### src/rtl/lzw_pkg.sv
// lzw_pkg: shared code-width defaults, clog2 helper and packer state encoding
package lzw_pkg;
  localparam int LZW_MIN_CODE_W = 9;
  localparam int LZW_MAX_CODE_W = 12;
  typedef enum logic [1:0] {RUN, FLUSH, DRAIN, DONE} pk_state_t;
  function automatic int clog2(input int v);
    int r = 0;
    while ((1 << r) < v) r = r + 1;
    return r;
  endfunction
endpackage

### src/rtl/lzw_byte_fifo.sv
// lzw_byte_fifo: power-of-two FIFO with level count and combinational head
module lzw_byte_fifo import lzw_pkg::*; #(
  parameter int WIDTH = 8,
  parameter int DEPTH = 16,
  localparam int AW = clog2(DEPTH)
) (
  input  logic             Clk,
  input  logic             Reset_n,
  input  logic             push,
  input  logic [WIDTH-1:0] din,
  input  logic             pop,
  output logic [WIDTH-1:0] dout,
  output logic             full,
  output logic             empty,
  output logic [AW:0]      level
);
  logic [WIDTH-1:0] mem [DEPTH];
  logic [AW-1:0] wr_ptr, rd_ptr;
  logic do_push, do_pop;
  assign do_pop = pop && !empty;
  assign do_push = push && (!full || do_pop);
  assign full = level == (AW+1)'(DEPTH);
  assign empty = level == '0;
  assign dout = empty ? '0 : mem[rd_ptr];
  always_ff @(posedge Clk or negedge Reset_n)
    if (!Reset_n) begin
      wr_ptr <= '0;
      rd_ptr <= '0;
      level <= '0;
    end else begin
      if (do_push) wr_ptr <= wr_ptr + 1'b1;
      if (do_pop) rd_ptr <= rd_ptr + 1'b1;
      level <= level + (AW+1)'(do_push) - (AW+1)'(do_pop);
    end
  always_ff @(posedge Clk)
    if (do_push) mem[wr_ptr] <= din;
endmodule

### src/rtl/lzw_code_packer.sv
// lzw_code_packer: packs variable-width LZW codes MSB-first into a byte FIFO with flush
module lzw_code_packer import lzw_pkg::*; #(
  parameter int MAX_CODE_W = LZW_MAX_CODE_W,
  parameter int MIN_CODE_W = LZW_MIN_CODE_W,
  parameter int OUT_W = 8,
  parameter int FIFO_DEPTH = 16,
  localparam int WW = clog2(MAX_CODE_W+1),
  localparam int LW = clog2(FIFO_DEPTH)+1
) (
  input  logic                  Clk,
  input  logic                  Reset_n,
  input  logic [MAX_CODE_W-1:0] iCode,
  input  logic [WW-1:0]         iCodeWidth,
  input  logic                  iCodeValid,
  output logic                  oCodeReady,
  input  logic                  iFlush,
  output logic [OUT_W-1:0]      oByte,
  output logic                  oByteValid,
  input  logic                  iByteReady,
  output logic [LW-1:0]         oLevel,
  output logic                  oFlushDone,
  output logic                  oWidthErr
);
  localparam int ACC_W = MAX_CODE_W+OUT_W-1;
  localparam int CW = clog2(ACC_W+1);
  pk_state_t state;
  logic [ACC_W-1:0] acc, code_bits;
  logic [CW-1:0] cnt;
  logic [WW-1:0] w;
  logic [OUT_W-1:0] push_byte;
  logic w_lo, w_hi, accept, extract, pad, push, fifo_pop, fifo_full, fifo_empty, can_push;
  assign w_lo = iCodeWidth < WW'(MIN_CODE_W);
  assign w_hi = iCodeWidth > WW'(MAX_CODE_W);
  assign w = w_lo ? WW'(MIN_CODE_W) : w_hi ? WW'(MAX_CODE_W) : iCodeWidth;
  assign oCodeReady = Reset_n && state == RUN && cnt < CW'(OUT_W);
  assign accept = iCodeValid && oCodeReady;
  assign fifo_pop = iByteReady && !fifo_empty;
  assign can_push = !fifo_full || fifo_pop;
  assign extract = (state == RUN || state == FLUSH) && cnt >= CW'(OUT_W) && can_push;
  assign pad = state == FLUSH && cnt != '0 && cnt < CW'(OUT_W) && can_push;
  assign push = extract || pad;
  assign code_bits = ACC_W'(iCode) & ~({ACC_W{1'b1}} << w);
  // acc keeps the valid bits right-aligned in acc[cnt-1:0]; bits above are stale
  assign push_byte = pad ? OUT_W'(acc << (CW'(OUT_W) - cnt)) : OUT_W'(acc >> (cnt - CW'(OUT_W)));
  assign oByteValid = !fifo_empty;
  always_ff @(posedge Clk or negedge Reset_n)
    if (!Reset_n) begin
      state <= RUN;
      acc <= '0;
      cnt <= '0;
      oFlushDone <= 1'b0;
      oWidthErr <= 1'b0;
    end else begin
      oFlushDone <= 1'b0;
      if (accept) begin
        acc <= (acc << w) | code_bits;
        cnt <= cnt + CW'(w);
        if (w_lo || w_hi) oWidthErr <= 1'b1;
      end else if (extract) cnt <= cnt - CW'(OUT_W);
      else if (pad) cnt <= '0;
      case (state)
        RUN: if (iFlush) state <= FLUSH;
        FLUSH: if (cnt == '0) state <= DRAIN;
        DRAIN: if (fifo_empty) begin
          state <= DONE;
          oFlushDone <= 1'b1;
        end
        default: state <= RUN;
      endcase
    end
  lzw_byte_fifo #(.WIDTH(OUT_W), .DEPTH(FIFO_DEPTH)) u_fifo (
    .Clk(Clk),
    .Reset_n(Reset_n),
    .push(push),
    .din(push_byte),
    .pop(fifo_pop),
    .dout(oByte),
    .full(fifo_full),
    .empty(fifo_empty),
    .level(oLevel)
  );
endmodule
### config.mk
export PLATFORM = sky130hd
export DESIGN_NAME = lzw_code_packer
export DESIGN_NICKNAME = d
export VERILOG_FILES = /design/src/rtl/lzw_pkg.sv /design/src/rtl/lzw_byte_fifo.sv /design/src/rtl/lzw_code_packer.sv
export SDC_FILE = /design/constraint.sdc
export NUM_CORES = 1
export LEC_CHECK = 0
export ABC_AREA = 1
export BUFFER_PORTS_ARGS = -buffer_cell sky130_fd_sc_hd__buf_2
export CELL_PAD_IN_SITES_DETAIL_PLACEMENT = 1
export CELL_PAD_IN_SITES_GLOBAL_PLACEMENT = 1
export CORE_ASPECT_RATIO = 1.2
export CORE_UTILIZATION = 43
export CTS_CLUSTER_SIZE = 14
export DETAILED_ROUTE_END_ITERATION = 16
export PLACE_DENSITY = 0.88
export SKIP_LAST_GASP = 1
export SLEW_MARGIN = 10
export SYNTH_ARGS = -nofsm -noshare
export SYNTH_HDL_FRONTEND = slang
export SYNTH_SLANG_ARGS = --single-unit
### constraint.sdc
create_clock -name Clk -period 3 [get_ports Clk]
set_input_delay 0.45 -clock Clk [delete_from_list [all_inputs] [get_ports Clk]]
set_output_delay 0.45 -clock Clk [all_outputs]
set_load 0.02 [all_outputs]
-- Yosys cells after proc, flatten, opt, wreduce, memory -nomap -nowiden
Memory sizes are Yosys's and may differ from the RTL's.
Cells that the tools add are included.
- memories kept: 1
- output and inout port bits: 17
- bits in writable memories: 128
- word-level logic and storage cells: 73
- input bits: 21
- flip-flop bits (word level): 41
- memory list (name ; words ; width ; read ports ; clocked after memory_dff ; write ports ; RTL line ; text):
    u_fifo.mem ; 16 ; 8 ; 1 ; 0 ; 1 ; lzw_byte_fifo.sv:17 ; logic [WIDTH-1:0] mem [DEPTH];
- $add $sub $neg: 7
- muxes and demuxes: 15
- $lt $le $gt $ge: 4
- reduce and logical (&&, ||, !) cells: 25
- equality and inequality tests: 6
- shift operators: 4
- bitwise gates (word level): 3
- operators with widths (cell ; number):
    $and A12 B19 Y19 ; 1
    $not A19 Y19 ; 1
    $or A19 B19 Y19 ; 1
    $shl A19 B4 Y19 ; 1
    $shl A19 B4 Y19 const A ; 1
    $shl A19 B5 Y8 ; 1
    $shr A19 B5 Y8 ; 1
    $mux W8 ; 2
    $mux W5 ; 3
    $logic_and A1 B1 Y1 ; 11
    $logic_not A5 Y1 ; 2
    $add A4 B1 Y4 const B ; 2
    $mux W4 ; 2
    $mux W2 ; 3
    $pmux W2 S3 ; 1
    $add A5 B1 Y5 ; 1
    $add A5 B4 Y5 ; 1
    $eq A5 B5 Y1 const B ; 1
    $ge A5 B4 Y1 const B ; 1
    $logic_or A1 B1 Y1 ; 5
    $lt A5 B4 Y1 const B ; 1
    $reduce_bool A5 Y1 ; 1
    $sub A4 B5 Y5 const A ; 1
    $sub A5 B1 Y5 ; 1
    13 further kinds ; 18

-- Longest topological paths before layout
- word-level depth: 9
- gate-level depth with buffers: 18

-- Cells and area by module
Synthesis repeated with hierarchy kept, for this count alone.
- cells, all modules: 973
- area total of the unflattened synthesis: 8798.4 µm²
- by module, submodules not included (module ; instances ; area each (µm²) ; seq. area each (µm²) ; cells an instance):
    lzw_byte_fifo ; 1 ; 5982.0 ; 4169.0 ; 521
    lzw_code_packer ; 1 ; 2816.5 ; 700.7 ; 452

-- Least setup slack after synthesis
OpenSTA, ideal clock, no wires.
- path kind: flip-flop to flip-flop
- start: register cnt[1]
- end: register u_fifo.level[4]
- buffers on the path: 3
- stages on the path, launching flop included: 19
- required time: 2.921 ns
- setup slack: 0.170 ns
- library setup time: 0.079 ns
- arrival time: 2.751 ns
- path through: dfrtp_1 buf_2 clkinv_1 buf_2 ha_1 inv_1 nor2_1 nand2_2 nand2_4 nor2_4 nand2_4 nand2_2 buf_6 ha_1 fa_1 a21oi_1 nor2_1 nor2_1 xor2_1
- cells in the longest elaborated chain, start to end: 8
- elaborated cells on any way between the ends: 12
- those cells by class: add/sub: 2; order compare: 2; reduce/logical: 8
- ends and longest elaborated chain (element ; RTL line ; text):
    start: declaration ; lzw_code_packer.sv:28 ; logic [CW-1:0] cnt;
    start signal: assignment ; lzw_code_packer.sv:57 ; cnt <= cnt + CW'(w);
    start signal: assignment ; lzw_code_packer.sv:59 ; end else if (extract) cnt <= cnt - CW'(OUT_W);
    parallel branches: the longest is 4 deep, another holds $ge A5 B4 Y1 ; n/a ;
    $logic_or A1 B1 Y1 (*) ; lzw_code_packer.sv:41 ; assign push = extract || pad;
    $logic_and A1 B1 Y1 (*) ; lzw_byte_fifo.sv:21 ; assign do_push = push && (!full || do_pop);
    via u_fifo.do_push ; lzw_byte_fifo.sv:19 ; logic do_push, do_pop;
    $add A5 B1 Y5 (*) ; lzw_byte_fifo.sv:33 ; level <= level + (AW+1)'(do_push) - (AW+1)'(do_pop);
    $sub A5 B1 Y5 (*) ; lzw_byte_fifo.sv:33 ;
    end signal: assignment ; lzw_byte_fifo.sv:33 ;
    end: declaration ; lzw_byte_fifo.sv:15 ; output logic [AW:0] level
Mark *: on every way through the listed nets, which the timed path passes.
A chain may end at the register's enable or synchronous reset.

-- Worst setup path after layout
- start: register u_fifo.rd_ptr[0]
- end: output oByte[0]
- cells in the longest elaborated chain, start to end: 2
- ends and longest elaborated chain (element ; RTL line ; text):
    start: declaration ; lzw_byte_fifo.sv:18 ; logic [AW-1:0] wr_ptr, rd_ptr;
    start signal: assignment ; lzw_byte_fifo.sv:32 ; if (do_pop) rd_ptr <= rd_ptr + 1'b1;
    $mem_v2 Z16 W8 ; n/a ;
    $mux W8 ; lzw_byte_fifo.sv:24 ; assign dout = empty ? '0 : mem[rd_ptr];
    end: declaration ; lzw_code_packer.sv:17 ; output logic [OUT_W-1:0] oByte,
No other way between the ends.

==> impl_metrics.ini <==
[route]
drt_iter0_markers = 434
remaining_drc_errors = 0
drt_first_pass_iters = 5
ant_nets = 0
post_drt_via_cell_ratio = 5.52
post_drt_wl_per_cell_um = 19.6
routed_wl_mm = 25.2
vias = 7105

[logic_synthesis]
synth_cell_types = 40
synthesis.nets = 1018
ys_warn_count = 0
yosysMostFrequentCell = nand2_1
avgSynthCellArea_um2 = 9.03
synth_seq_cells = 169
async_flop_share_pct = 24.3
yosys.area.top_type = edfxtp_1
synth-seq-area-share_pct = 55.4
synth_area_um2 = 8790
synth.area.top_cells = edfxtp_1 (44%), nand2_1 (13%), dfrtp_1 (12%), nand3_1 (11%), ha_1 (3.1%)
synth_cells = 973
synthFlopType = edfxtp_1
synth_edf_count = 128
synthTopCellsByCount = nand2_1 (302), nand3_1 (193), edfxtp_1 (128)
yosysTopAreaCellShare_pct = 43.7

[pwr]
power-per-cell-area_nw_per_um2 = 1200
p_total_uw = 11900
seq_power_share_pct = 32.9
ir_drop_mv = 0.546
switchingPower_uw = 5520
internal_power_uw = 6390
share_comb_of_total_power_pct = 48.0
clock_power_share_pct = 19.1
p_sw_share_pct = 46.3
leakagePower_uw = 0.00418

[place]
postPlaceCellArea_um2 = 9290
io_buffers = 37
place_congestion = 0.929
dpl.hpwl_mm = 17.6

[worst_hold_path]
hold_class = input port to asynchronous set/reset pin

[floorplanning]
dieHeight_um = 159
die_w_um = 133
io_pins = 38
die_area_um2 = 21000
rows = 56
start_util_pct = 44.5
core_um2 = 19800

[global_routing]
overflow = 0
grt_pass1_vias = 7457
grt_max_degree = 67
antenna_found_initial = 0
grt_pass1_wl_mm = 40.1
grt_use_total_pct = 25.4

[clock_network]
cts_made_buffers = 17
post_cts_buffers = 0
cts.clk_slew.worst_paths_ps = 80
holdBufCountCts = 0
htree_levels = 4
root_buffer = clkbuf_16
cts_tree = built
clkLatencyLatePin_ps = 440
cts.sinks = 169
cts_max_path_buffers = 2
ctsResizeCount = 0

[timing]
slew_viol_final = 0
max_freq_ghz = 0.358
max_slew.worst_pin.slew_ps = 813
fin_crit_sh_pct = 93.2
finalHoldViolations = 0
fin_hold_ws_ps = 194
period_minus_slack_ps = 2800
slew-limit-headroom_pct = 45.7
rsz0062_at_grt = no
setup_violations = 0
finClkSkew_ps = 14.7
tns_ps = 0

[cells_and_area]
utilization_pct = 50.2
synthToLayoutAreaGrowth_pct = 12.8
diodes = 0
final_area_um2 = 9910
num-nets-final = 1057
drive_above_1_share_pct = 11.7
fill_cells = 2303

[setup_path]
cp-start-kind = flip-flop
cp_max_fo = 39
arrival_ps = 2350
cp_data_required_time_ps = 2550
endpoint_kind = output pin
critical_path_class = flip-flop to output pin

[flow_run]
drv_cap = 0

[status]
status = finished, final reports clean
flip-flops by register name (all words and copies together), names as in the netlist:
| register | cells |
|---|---|
| u_fifo.rd_ptr | 4 |
| u_fifo.wr_ptr | 4 |
| oWidthErr | 1 |
| cnt | 5 |
| oFlushDone | 1 |
| u_fifo.mem | 128 |
| acc | 19 |
| state | 2 |
| u_fifo.level | 5 |
metal layers:
layer / GRT usage (%) / wire, um / vias to the layer above
met4: 11.2 / 883 / 0
met1: 28.0 / 9840 / 3505
met5: 0 / 0 / -
li1: - / - / 3369
met2: 48.6 / 13600 / 177
met3: 3.69 / 829 / 54
worst paths after layout:
path / start / end / slack (ps) / cells past startpoint
worst min register to register: oWidthErr$_DFFE_PN0P_ / oWidthErr$_DFFE_PN0P_ / 500 / 1
max in group asynchronous: Reset_n / u_fifo.rd_ptr[0]$_DFFE_PN0P_ / 2360 / 2
worst max register to register: cnt[0]$_DFFE_PN0P_ / u_fifo.level[4]$_DFF_PN0_ / 270 / 15
worst min-delay path: Reset_n / acc[0]$_DFFE_PN0P_ / 190 / 2
min in group Clk: iCode[7] / acc[7]$_DFFE_PN0P_ / 210 / 3
worst max-delay path: u_fifo.rd_ptr[0]$_DFFE_PN0P_ / oByte[0] / 200 / 8
power by group through the flow:
stage          sequential, uW  clock (uW)  combinational [uW]
2_1_floorplan            3840           0                3860
3_3_place_gp             3920           0                5360
3_5_place_dp             3960           0                5620
4_1_cts                  3920        2300                5760
5_1_grt                  3970        2380                6310
6_report                 3920        2270                5720
metrics by stage:
| stage | setup WS (ps) | instances |
|---|---|---|
| 2_1_floorplan | 170 | 973 |
| 3_3_place_gp | 454 | 1254 |
| 3_5_place_dp | 306 | 1254 |
| 4_1_cts | 192 | 1286 |
| 5_1_grt | 47.1 | 1286 |
| 6_report | 205 | 1286 |
placed cells by master (no fill, tap or decap), types with 6 or more instances in the layout:
cell | Yosys | routed
o21a_1 | 9 | 9
nor2_1 | 43 | 43
nand2_2 | 8 | 8
buf_2 | 31 | 37
edfxtp_1 | 128 | 128
nand3_1 | 193 | 193
inv_8 | 0 | 6
nand4_1 | 12 | 12
buf_4 | 2 | 27
xor2_1 | 9 | 9
dfrtp_1 | 41 | 40
inv_1 | 57 | 56
nand2_1 | 302 | 302
a21oi_1 | 38 | 38
ha_1 | 22 | 22
o21ai_0 | 25 | 25
clkbuf_16 | 0 | 17
cells by family (layout without fill, tap and decap cells):
family	count (synthesis)	in the layout	share of synthesized area, %
other	1	1	0.0427
AOI/OAI and AO/OA	84	84	5.37
xor gates and xnor gates	11	11	1.10
and+or+nand+nor	576	576	29.1
adders and majority gates	24	24	3.59
DFF	169	169	55.4
buffers and inverters	108	160	5.42
area by class of cell:
class	instances	area, um2	share of cell area (%)
Tap cell	261	327	3.30
Timing Repair Buffer	65	408	4.12
Clock buffer	17	425	4.29
Inverter	63	239	2.41
Sequential cell	169	4870	49.1
Clock inverter	15	198	1.99
Multi-Input combinational cell	696	3440	34.7
worst max-delay path, cell delays in order, from the launching register on:
cell and delay, ps:
dfrtp_2 440, inv_2 90, buf_4 400, nand2_1 130
nand3_1 120, nand3_1 90, a21oi_1 270, o21a_1 200
buf_2 170
Power figures use the tool's default switching activity.
